==> config.mk <==
export PLATFORM = sky130hd
export DESIGN_NAME = mmio_uart_tx
export DESIGN_NICKNAME = d
export VERILOG_FILES = /design/src/rtl/mmio_uart_tx.sv
export SDC_FILE = /design/constraint.sdc
export NUM_CORES = 1
export LEC_CHECK = 0
export CAP_MARGIN = 20
export CORE_UTILIZATION = 35
export CTS_CLUSTER_SIZE = 40
export DETAILED_ROUTE_END_ITERATION = 6
export GPL_TIMING_DRIVEN = 1
export MAX_ROUTING_LAYER = met4
export PLACE_DENSITY_LB_ADDON = 0.15
export SLEW_MARGIN = 10
export SYNTH_ARGS = -nofsm -noshare
export SYNTH_HDL_FRONTEND = slang
export SYNTH_SLANG_ARGS = --single-unit
==> constraint.sdc <==
create_clock -name clk -period 6.5 [get_ports clk]
set_input_delay 1.95 -clock clk [delete_from_list [all_inputs] [get_ports clk]]
set_output_delay 1.95 -clock clk [all_outputs]
set_load 0.05 [all_outputs]
==> src/rtl/mmio_uart_tx.sv <==
// mmio_uart_tx: memory-mapped 8N1 UART transmitter for the CPU bus.
//
// Register window (4 bytes at BASE_ADDR):
//   +0 DATA   write: push byte into TX FIFO (dropped when full); read: 8'h00
//   +1 STATUS read-only: {3'b0, irq_enable, overflow, fifo_empty, fifo_full, busy}
//   +2 CTRL   write: clears sticky overflow; read: 8'h00
//   +3 reserved, reads 8'h00, writes ignored
// Reads are registered: a hit read strobe loads mem_data_out and raises mem_sel
// for exactly one cycle on the following edge.
//
// Optional feature macro: MMIO_UART_TX_IRQ_EN
//   Adds output irq and CTRL bit0 irq_enable (also visible as STATUS bit4).
//   irq is registered: irq_enable && fifo_empty && shifter idle.
//
// Parameter constraints: BASE_ADDR[1:0] == 0, CLKS_PER_BIT >= 2,
// FIFO_DEPTH a power of 2 and >= 2.
module mmio_uart_tx #(
  parameter logic [15:0] BASE_ADDR    = 16'hE000,
  parameter int          CLKS_PER_BIT = 868,
  parameter int          FIFO_DEPTH   = 4
) (
  input  logic        clk,
  input  logic        reset,
  input  logic [15:0] mem_address,
  input  logic        mem_read,
  input  logic        mem_write,
  input  logic [7:0]  mem_data_in,
  output logic [7:0]  mem_data_out,
  output logic        mem_sel,
  output logic        uart_tx
`ifdef MMIO_UART_TX_IRQ_EN
  ,
  output logic        irq
`endif
);

  localparam int PTR_W  = $clog2(FIFO_DEPTH);
  localparam int CNT_W  = PTR_W + 1;
  localparam int BAUD_W = (CLKS_PER_BIT > 1) ? $clog2(CLKS_PER_BIT) : 1;

  localparam logic [BAUD_W-1:0] BAUD_LAST  = BAUD_W'(CLKS_PER_BIT - 1);
  localparam logic [CNT_W-1:0]  FIFO_LIMIT = CNT_W'(FIFO_DEPTH);

  localparam logic [1:0] OFF_DATA   = 2'd0;
  localparam logic [1:0] OFF_STATUS = 2'd1;
  localparam logic [1:0] OFF_CTRL   = 2'd2;

  typedef enum logic [1:0] {
    ST_IDLE  = 2'd0,
    ST_START = 2'd1,
    ST_DATA  = 2'd2,
    ST_STOP  = 2'd3
  } state_t;

  // ---------------------------------------------------------------------------
  // Bus decode
  // ---------------------------------------------------------------------------
  logic       hit;
  logic [1:0] offset;
  logic       wr_data;
  logic       wr_ctrl;
  logic       rd_hit;

  assign hit     = (mem_address[15:2] == BASE_ADDR[15:2]);
  assign offset  = mem_address[1:0];
  assign wr_data = mem_write && hit && (offset == OFF_DATA);
  assign wr_ctrl = mem_write && hit && (offset == OFF_CTRL);
  assign rd_hit  = mem_read && hit;

  // ---------------------------------------------------------------------------
  // TX FIFO: circular buffer, power-of-2 depth so pointers wrap naturally
  // ---------------------------------------------------------------------------
  logic [7:0]       fifo_mem [FIFO_DEPTH];
  logic [PTR_W-1:0] wr_ptr;
  logic [PTR_W-1:0] rd_ptr;
  logic [CNT_W-1:0] count;
  logic             fifo_full;
  logic             fifo_empty;
  logic             push;
  logic             pop;
  logic             drop;
  logic             overflow;

  state_t           state_q;
  state_t           state_d;

  assign fifo_full  = (count == FIFO_LIMIT);
  assign fifo_empty = (count == '0);
  // The shifter consumes the head byte on its IDLE->START transition.
  assign pop        = (state_q == ST_IDLE) && !fifo_empty;
  // A simultaneous pop frees a slot, so a push into a full FIFO still lands.
  assign push       = wr_data && (!fifo_full || pop);
  assign drop       = wr_data && fifo_full && !pop;

  // FIFO storage write port.
  // NOTE: the data array has no reset; only pointers and count define which
  // entries are valid, so clearing the storage would add logic for nothing.
  always_ff @(posedge clk) begin
    if (push) begin
      fifo_mem[wr_ptr] <= mem_data_in;
    end
  end

  // FIFO pointers and occupancy count.
  // NOTE: sequential state is updated only with non-blocking assignments so
  // every flop samples the pre-edge values of its peers.
  always_ff @(posedge clk) begin
    if (reset) begin
      wr_ptr <= '0;
      rd_ptr <= '0;
      count  <= '0;
    end else begin
      if (push) wr_ptr <= wr_ptr + PTR_W'(1);
      if (pop)  rd_ptr <= rd_ptr + PTR_W'(1);
      case ({push, pop})
        2'b10:   count <= count + CNT_W'(1);
        2'b01:   count <= count - CNT_W'(1);
        default: count <= count;
      endcase
    end
  end

  // Sticky overflow: set on a dropped write, cleared by any CTRL write.
  always_ff @(posedge clk) begin
    if (reset) begin
      overflow <= 1'b0;
    end else if (wr_ctrl) begin
      overflow <= 1'b0;
    end else if (drop) begin
      overflow <= 1'b1;
    end
  end

  // ---------------------------------------------------------------------------
  // Optional interrupt
  // ---------------------------------------------------------------------------
  logic irq_en_bit;

`ifdef MMIO_UART_TX_IRQ_EN
  logic irq_enable;

  // CTRL bit0 holds the interrupt enable.
  always_ff @(posedge clk) begin
    if (reset) begin
      irq_enable <= 1'b0;
    end else if (wr_ctrl) begin
      irq_enable <= mem_data_in[0];
    end
  end

  // Registered "transmitter drained" interrupt.
  always_ff @(posedge clk) begin
    if (reset) begin
      irq <= 1'b0;
    end else begin
      irq <= irq_enable && fifo_empty && (state_q == ST_IDLE);
    end
  end

  assign irq_en_bit = irq_enable;
`else
  assign irq_en_bit = 1'b0;
`endif

  // ---------------------------------------------------------------------------
  // Register read path
  // ---------------------------------------------------------------------------
  logic       busy;
  logic [7:0] status;
  logic [7:0] rd_mux;

  assign busy   = (state_q != ST_IDLE);
  assign status = {3'b000, irq_en_bit, overflow, fifo_empty, fifo_full, busy};

  // Select read data by offset; only STATUS returns non-zero content.
  // NOTE: every always_comb output gets a default first so no path can
  // leave it unassigned and infer a latch.
  always_comb begin
    rd_mux = 8'h00;
    if (offset == OFF_STATUS) begin
      rd_mux = status;
    end
  end

  // One-cycle registered read response; data holds until the next hit read.
  always_ff @(posedge clk) begin
    if (reset) begin
      mem_data_out <= 8'h00;
      mem_sel      <= 1'b0;
    end else begin
      mem_sel <= rd_hit;
      if (rd_hit) begin
        mem_data_out <= rd_mux;
      end
    end
  end

  // ---------------------------------------------------------------------------
  // Serial shifter FSM
  // ---------------------------------------------------------------------------
  logic [BAUD_W-1:0] baud_cnt;
  logic [2:0]        bit_idx;
  logic [7:0]        shift;
  logic              baud_done;

  assign baud_done = (baud_cnt == BAUD_LAST);

  // State register.
  always_ff @(posedge clk) begin
    if (reset) begin
      state_q <= ST_IDLE;
    end else begin
      state_q <= state_d;
    end
  end

  // Next-state logic: each non-idle state lasts CLKS_PER_BIT cycles per bit.
  always_comb begin
    state_d = state_q;
    case (state_q)
      ST_IDLE:  if (!fifo_empty)                   state_d = ST_START;
      ST_START: if (baud_done)                     state_d = ST_DATA;
      ST_DATA:  if (baud_done && bit_idx == 3'd7)  state_d = ST_STOP;
      ST_STOP:  if (baud_done)                     state_d = ST_IDLE;
      default:                                     state_d = ST_IDLE;
    endcase
  end

  // Baud counter, bit index and shift register advance with the FSM.
  always_ff @(posedge clk) begin
    if (reset) begin
      baud_cnt <= '0;
      bit_idx  <= '0;
      shift    <= 8'h00;
    end else begin
      case (state_q)
        ST_IDLE: begin
          baud_cnt <= '0;
          bit_idx  <= '0;
          if (pop) begin
            shift <= fifo_mem[rd_ptr];
          end
        end
        ST_START: begin
          if (baud_done) begin
            baud_cnt <= '0;
            bit_idx  <= '0;
          end else begin
            baud_cnt <= baud_cnt + BAUD_W'(1);
          end
        end
        ST_DATA: begin
          if (baud_done) begin
            baud_cnt <= '0;
            bit_idx  <= bit_idx + 3'd1;
            shift    <= {1'b0, shift[7:1]};
          end else begin
            baud_cnt <= baud_cnt + BAUD_W'(1);
          end
        end
        ST_STOP: begin
          if (baud_done) begin
            baud_cnt <= '0;
          end else begin
            baud_cnt <= baud_cnt + BAUD_W'(1);
          end
        end
        default: begin
          baud_cnt <= '0;
          bit_idx  <= '0;
        end
      endcase
    end
  end

  // Line level decoded from registered state: low start bit, LSB-first data.
  always_comb begin
    uart_tx = 1'b1;
    case (state_q)
      ST_START: uart_tx = 1'b0;
      ST_DATA:  uart_tx = shift[0];
      default:  uart_tx = 1'b1;
    endcase
  end

endmodule
# Word level (Yosys, flattened, before mapping)
# Memories as Yosys holds them, arrays and structs flattened. A register that Yosys moved wholly into a read port is not among the register bits.
# Index checks and enable logic that the tools add are counted.
[totals]
n_memories = 1
ramBits = 32
output_inout_bits = 10
regBits = 40
input_bits = 28
[op_classes]
mux = 20
n_reduce_logical = 25
n_addsub = 6
n_eq_ne = 17
[mem_list]
columns = ["memory", "depth", "word_bits", "read_ports", "rd_ports_with_merged_regs", "wr", "line_no", "text"]
rows = [
  ["fifo_mem", 4, 8, 1, 1, 1, "73", "logic [7:0] fifo_mem [FIFO_DEPTH];"],
]
[op_table]
columns = ["cell", "n"]
rows = [
  ["10-bit case mux with 2 select lines", 1],
  ["8-bit 2-to-1 mux", 2],
  ["8-bit case mux with 2 select lines", 1],
  ["14-bit equality test, second input constant", 1],
  ["2-bit 2-to-1 mux", 6],
  ["2-bit != test, second input constant", 6],
  ["10-bit by 1-bit adder with 10-bit output, second input constant", 1],
  ["10-bit equality test, second input constant", 1],
  ["10-bit 2-to-1 mux", 1],
  ["1-bit logical AND", 9],
  ["3-bit case mux with 3 select lines", 1],
  ["2-bit equality test, second input constant", 4],
  ["2-bit case mux with 4 select lines", 1],
  ["3-bit by 1-bit adder with 3-bit output, second input constant", 2],
  ["2-bit by 1-bit equality test with 1-bit output, second input constant", 3],
  ["3-bit equality test, second input constant", 2],
  ["3-bit 2-to-1 mux", 2],
  ["3-bit case mux with 2 select lines", 1],
  ["3-bit AND reduction", 2],
  ["2-bit nonzero test", 3],
  ["2-bit by 1-bit adder with 2-bit output, second input constant", 2],
  ["2-bit zero test", 2],
  ["4-bit 2-to-1 mux", 1],
  ["4-bit AND reduction", 1],
  ["other kinds (9)", 12],
]

# Depth between registers and ports, before layout
# Gate-level depths: netlist (run 1).
[depth]
ltp_word = 7
depth_mapped = 10

# Worst setup path after synthesis (run 1)
# No wires, ideal clock.
[synth_timing]
path_kind = "flip-flop to output port"
from = "reg state_q[0]"
to = "out uart_tx"
t_arrival_ps = 1999
path_slack_ps = 2551
n_path_buf = 2
required_time_ps = 4550
path_stages_with_launch = 6
path_cell_list = "dfxtp_1 > inv_1 > ha_1 > buf_2 > buf_1 > mux2i_1"
[synth_via]
elab_chain_len = 2
[synth_lines]
columns = ["item", "line_no", "text"]
rows = [
  ["start, declared", "84", "state_t state_q;"],
  ["start signal, assigned", "213", "state_q <= state_d;"],
  ["2-bit equality test / 2-bit by 1-bit equality test with 1-bit output (equally long branches)", "279", "case (state_q)"],
  ["1-bit case mux with 2 select lines (*)", "279", ""],
  ["end, declared", "30", "output logic uart_tx"],
]
# Every way passes the cells marked *; elsewhere a longest branch is shown, timed or not.

# Final worst setup path (run 1)
# Ends and elaborated chain as after synthesis.

==> results of run 1 <==
-- layout make-up --
| type | instances | area [sq um] |
|---|---|---|
| Inverter | 9 | 33.8 |
| Clock inverter | 7 | 61.3 |
| Sequential cell | 70 | 1720 |
| Timing Repair Buffer | 34 | 338 |
| Fill cell | 851 | 4990 |
| Clock buffer | 9 | 124 |
| Multi-Input combinational cell | 175 | 1360 |
| Tap cell | 108 | 135 |
-- cell usage after synthesis (3+ instances only) --
cell | instances | area, sq um
a211oi_1 | 6 | 45.0
a21oi_1 | 9 | 45.0
and2_1 | 5 | 31.3
and3_1 | 5 | 31.3
buf_4 | 4 | 30.0
clkbuf_1 | 4 | 15.0
dfxtp_1 | 38 | 761
edfxtp_1 | 32 | 961
ha_1 | 11 | 138
inv_1 | 9 | 33.8
mux2i_1 | 13 | 130
mux4_2 | 8 | 180
nand2_1 | 9 | 33.8
nand2b_1 | 5 | 31.3
nand3_1 | 11 | 55.1
nand3b_1 | 3 | 22.5
nor2_1 | 39 | 146
nor3b_1 | 3 | 22.5
nor4b_1 | 3 | 26.3
o21ai_0 | 3 | 15.0
or3_1 | 3 | 18.8
xnor2_1 | 3 | 26.3
xor2_1 | 8 | 70.1
-- cells in the final DEF, fill, tap and decap left out, types with 9 or more instances in the layout --
cell and instances:
a21oi_1 9, clkbuf_8 9, clkdlybuf4s50_1 33, dfxtp_1 38, edfxtp_1 32, ha_1 11
inv_1 9, mux2i_1 13, nand2_1 9, nand3_1 11, nor2_1 39
-- tightest hold or removal path, delay by kind of cell (launching register included) --
family	cells	cell delay (ns)
flip-flops	1	0.32
AO/OA/AOI/OAI	1	0.05
AND/OR/NAND/NOR	1	0.05
-- path summary, 6_finish.rpt --
| path | startpoint | to | cells after the start |
|---|---|---|---|
| worst min-delay path | mem_data_out[3] | mem_data_out[3] | 2 |
| worst max register to register | state_q[0] | shift[5] | 6 |
| worst max-delay path | state_q[0] | uart_tx | 4 |
| worst min register to register | mem_data_out[3] | mem_data_out[3] | 2 |
-- cell families after synthesis --
kind of cell             count (synthesis)  synth area share
multiplexers                            23             0.105
AND/OR/NAND/NOR                        100             0.181
adder cells (fa/ha/maj)                 12            0.0496
flip-flops                              70             0.542
other                                    1           0.00118
XOR/XNOR                                11            0.0303
buffers and inverters                   22            0.0339
AO/OA/AOI/OAI                           25            0.0567
-- power breakdown --
part / internal, mW / leakage [nW] / switching [mW]
Sequential: 0.499 / 0.596 / 0.0362
Clock: 0.146 / 0.0888 / 0.187
Combinational: 0.176 / 0.666 / 0.234
Total: 0.821 / 1.35 / 0.457
-- layer usage --
layer,part of all wire,track usage
met5,0,-
met1,0.53,0.192
met4,0.013,0.0441
met3,0.027,0.0417
met2,0.43,0.183
-- registers in the layout, indices dropped and copies added, names as in the netlist, named ones only --
| signal | cells |
|---|---|
| wr_ptr | 2 |
| state_q | 2 |
| overflow | 1 |
| baud_cnt | 10 |
| shift | 8 |
| fifo_mem | 32 |
| rd_ptr | 2 |
| bit_idx | 3 |
| mem_sel | 1 |
| mem_data_out | 4 |
| count | 3 |
-- through the flow --
step | util | instances | power, mW
2_1_floorplan | - | 267 | 0.885
3_3_place_gp | 0.409 | 396 | 0.952
3_5_place_dp | 0.409 | 396 | 0.960
4_1_cts | 0.430 | 412 | 1.29
5_1_grt | 0.430 | 412 | 1.37
6_report | 0.430 | 412 | 1.28
==> results.yml, run 1 <==
grt:
  first_global_vias: 1935
  grt_pass1_wl_mm: 9.73
  antenna_found_initial: 0
  track_usage: 0.135
  grt_max_degree: 33
  gr-total-overflow: 0
detailed_routing:
  finalWirelength_mm: 5.66
  ant_nets: 0
  routedWlPerCell_um: 13.7
  drt_iter0_markers: 89
  num_vias: 2005
  viasPerCell: 4.87
  firstDrtPassIters: 4
  drc: 0
clock_network:
  clkSinkCount: 70
  cts.clk_slew.worst_paths_ns: 0.08
  postCtsResizedCells: 0
  ctsHtreeMaxLevel: 3
  postCtsHoldBufs: 0
  clock-root-buffer: "clkbuf_8"
  cts_setup_buffers: 0
  cts_tree: "built"
  clock_latency_ns: 0.35
  numCtsBuffers: 9
  cts_buffer_depth: 2
die:
  die_area_sq_um: 9460
  die_w_um: 97.3
  initial_core_util: 0.362
  core_sq_um: 8760
  pin_count: 38
  die_y_um: 97.3
  rows: 34
sta:
  maxSlewHeadroom: 0.462
  rsz0062_at_grt: "no"
  setup_tns_ns: 0
  setup_viol: 0
  maxSlewViolCount: 0
  tightest_slew_ns: 0.806
  fmax_ghz: 0.221
  hold_slack_ns: 0.463
  fin_crit_sh: 0.696
  finalCriticalPeriod_ns: 4.53
  hold_violations: 0
  fin_worst_skew_ns: 0.0102
  setup_slack_ns: 1.97
critical_path:
  regToRegSetupSlack_ns: 4.18
  cp.required_ns: 4.55
  cp_top_family: "buffers and inverters"
  cpPeakStageDelay_ns: 0.83
  cp_num_buf_inv: 2
  end_kind: "primary output"
  crit_path_top_delay_cell: "clkdlybuf4s50_1"
  path_cells: "inv_1, ha_1, mux2i_1, clkdlybuf4s50_1"
  cp.arrival_ns: 2.58
  crit_type: "register to primary output"
  cp_max_fo: 16
  cp-start-kind: "register"
place:
  post-place-ws_ns: 2.12
  portBuffers: 33
  gp_congestion: 0.735
  place_hpwl_mm: 3.97
  placed_cell_area_sq_um: 3590
pwr:
  p_leak_nw: 1.35
  pwr_density_cell_nw_per_um2: 339
  ir_worst_vdd_uv: 121
worst_hold_path:
  hold_path_class: "register to register"
run_status:
  status: "complete, no violations"
synth:
  synth_area_sq_um: 3180
  synth_seq_area_share: 0.542
  ys_seq_elements: 70
  yosysWarnings: 0
  syn_avg_cell_area_sq_um: 12.0
  synth_edf_count: 32
  ys_types: 46
  synth_ff_type: "dfxtp_1"
  postSynthCellCount: 264
  async_flop_share: 0
cells_and_area:
  postLayoutCellArea_sq_um: 3770
  antenna-diode-count: 0
  final_nets: 339
  syn_to_final_growth_pct: 18.8
  drive_gt1_frac: 0.128
flow_run:
  maxCapViolations: 0
(Power assumes the default switching activity.)
==> inputs of run 2 (changes only) <==
Clock period 6.5 ns to 3.9 ns, I/O delays scaled along.
==> results.yml, run 2 (synthesis results as in run 1) <==
run_status:
  status: "complete, no violations"
cells_and_area:
  final_common_cell: "nor2_1"
  top_register: "fifo_mem"
  syn_to_final_growth_pct: 19.1
  fillers: 845
  postLayoutCoreUtil: 0.431
  regArea_sq_um: 1720
  final_cell_mix: "39 x nor2_1, 38 x dfxtp_1, 33 x clkdlybuf4s50_1, 32 x edfxtp_1, 13 x mux2i_1"
  final_nets: 340
  multi_input_area_sq_um: 1360
  largest_reg_flops: 32
  drive_gt1_frac: 0.131
  largest_registers: "fifo_mem x32, baud_cnt x10, shift x8"
  antenna-diode-count: 0
detailed_routing:
  num_vias: 2014
  drc: 0
  drt_iter0_markers: 55
  viasPerCell: 4.88
  routedWlPerCell_um: 14.0
  finalWirelength_mm: 5.77
  ant_nets: 0
  firstDrtPassIters: 4
die:
  pin_count: 38
  core_sq_um: 8760
  rows: 34
  die_y_um: 97.3
  die_w_um: 97.3
  initial_core_util: 0.362
  die_area_sq_um: 9460
worst_hold_path:
  hold_path_class: "register to register"
  worstHoldPathCells: 2
critical_path:
  cpPeakStageDelay_ns: 0.42
  crit_cells: 6
  ff2ff_path_depth: 6
  end_kind: "register"
  cp_num_buf_inv: 1
  cp-start-kind: "input pin"
  cp_top_family: "simple AND/OR/NAND/NOR gates"
  crit_type: "input pin to register"
  crit_path_top_delay_cell: "nor4b_1"
  cp.required_ns: 3.91
  cp.arrival_ns: 3.24
  path_cells: "clkdlybuf4s50_1, nor4b_1, and2_1, and4bb_2, nor3b_1, and2_1"
  crit_top_cell: "and2_1"
  cp_max_fo: 8
pwr:
  switchingPower_mw: 0.770
  comb_power_share: 0.321
  ir_worst_vdd_uv: 293
  seqPwrFrac: 0.417
  clkPwrFrac: 0.262
  p_leak_nw: 1.36
  swShare: 0.360
  p_int_mw: 1.37
  pwr_density_cell_nw_per_um2: 566
clock_network:
  cts_tree: "built"
  cts_setup_buffers: 0
  clock_latency_ns: 0.35
  ctsHtreeMaxLevel: 3
  numCtsBuffers: 9
  postCtsResizedCells: 0
  cts_buffer_depth: 2
  postCtsHoldBufs: 0
  clkSinkCount: 70
  cts.clk_slew.worst_paths_ns: 0.08
  clock-root-buffer: "clkbuf_8"
sta:
  fmax_ghz: 0.309
  fin_crit_sh: 0.829
  finalCriticalPeriod_ns: 3.23
  hold_violations: 0
  fin_worst_skew_ns: 0.0115
  setup_tns_ns: 0
  maxSlewViolCount: 0
  rsz0062_at_grt: "no"
  tightest_slew_ns: 0.671
  setup_viol: 0
  maxSlewHeadroom: 0.551
grt:
  antenna_found_initial: 0
  track_usage: 0.139
  first_global_vias: 2040
  grt_max_degree: 19
  grt_pass1_wl_mm: 10.0
  gr-total-overflow: 0
flow_run:
  maxCapViolations: 0
place:
  gp_congestion: 0.769
  portBuffers: 33
  place_hpwl_mm: 4.11
-- run 2: cell types whose count changed in the layout (fill, tap and decap cells not counted), sizes merged --
cell	before	now
buf	1	2
-- run 2: area by class of cell --
cell class                 instances  share of cell area
clock inverter                     7              0.0169
clock buffer                       9              0.0328
sequential                        70               0.455
tap                              108              0.0357
inverter                           9             0.00893
multi-input combinational        175               0.359
timing repair buffer              35              0.0913
-- run 2: worst register-to-register path, cell delays in order (launching register included) --
cell and delay (ns):
dfxtp_1 0.38, ha_1 0.29, nor3b_4 0.26, nand4_4 0.18, a211oi_4 0.64, nor2_1 0.10
a211oi_1 0.21
-- run 2: metal layers --
layer  up-vias  GRT usage  wire length [um]
li1       1015          -                 -
met1       954      0.190              2970
met2        35      0.198              2510
met3        10     0.0288               179
met4         0     0.0645               108
met5         -          -                 0
-- run 2: metrics by stage --
stage | area [sq um] | power [mW] | hold WS [ns] | setup WS, ns | cells
2_1_floorplan | 3190 | 1.47 | 0.426 | 0.731 | 267
3_3_place_gp | 3590 | 1.59 | 0.443 | 0.319 | 397
3_5_place_dp | 3590 | 1.60 | 0.452 | 0.236 | 397
4_1_cts | 3780 | 2.17 | 0.464 | 0.606 | 413
5_1_grt | 3780 | 2.30 | 0.478 | 0.358 | 413
6_report | 3780 | 2.14 | 0.459 | 0.668 | 413
-- run 2: power by group through the flow --
stage	registers (mW)	clock network, mW	logic, mW
after floorplan	0.884	0	0.591
after global placement	0.910	0	0.685
after detailed placement	0.911	0	0.690
after CTS	0.895	0.578	0.697
after global routing	0.908	0.609	0.778
final	0.893	0.562	0.687
-- run 2: worst paths after layout --
kind                                 startpoint  slack (ns)              end
worst max-delay path             mem_address[6]        0.67   fifo_mem[0][0]
worst min-delay path            mem_data_out[3]        0.46  mem_data_out[3]
worst max register to register      baud_cnt[0]        1.76         shift[2]
worst min register to register  mem_data_out[3]        0.46  mem_data_out[3]
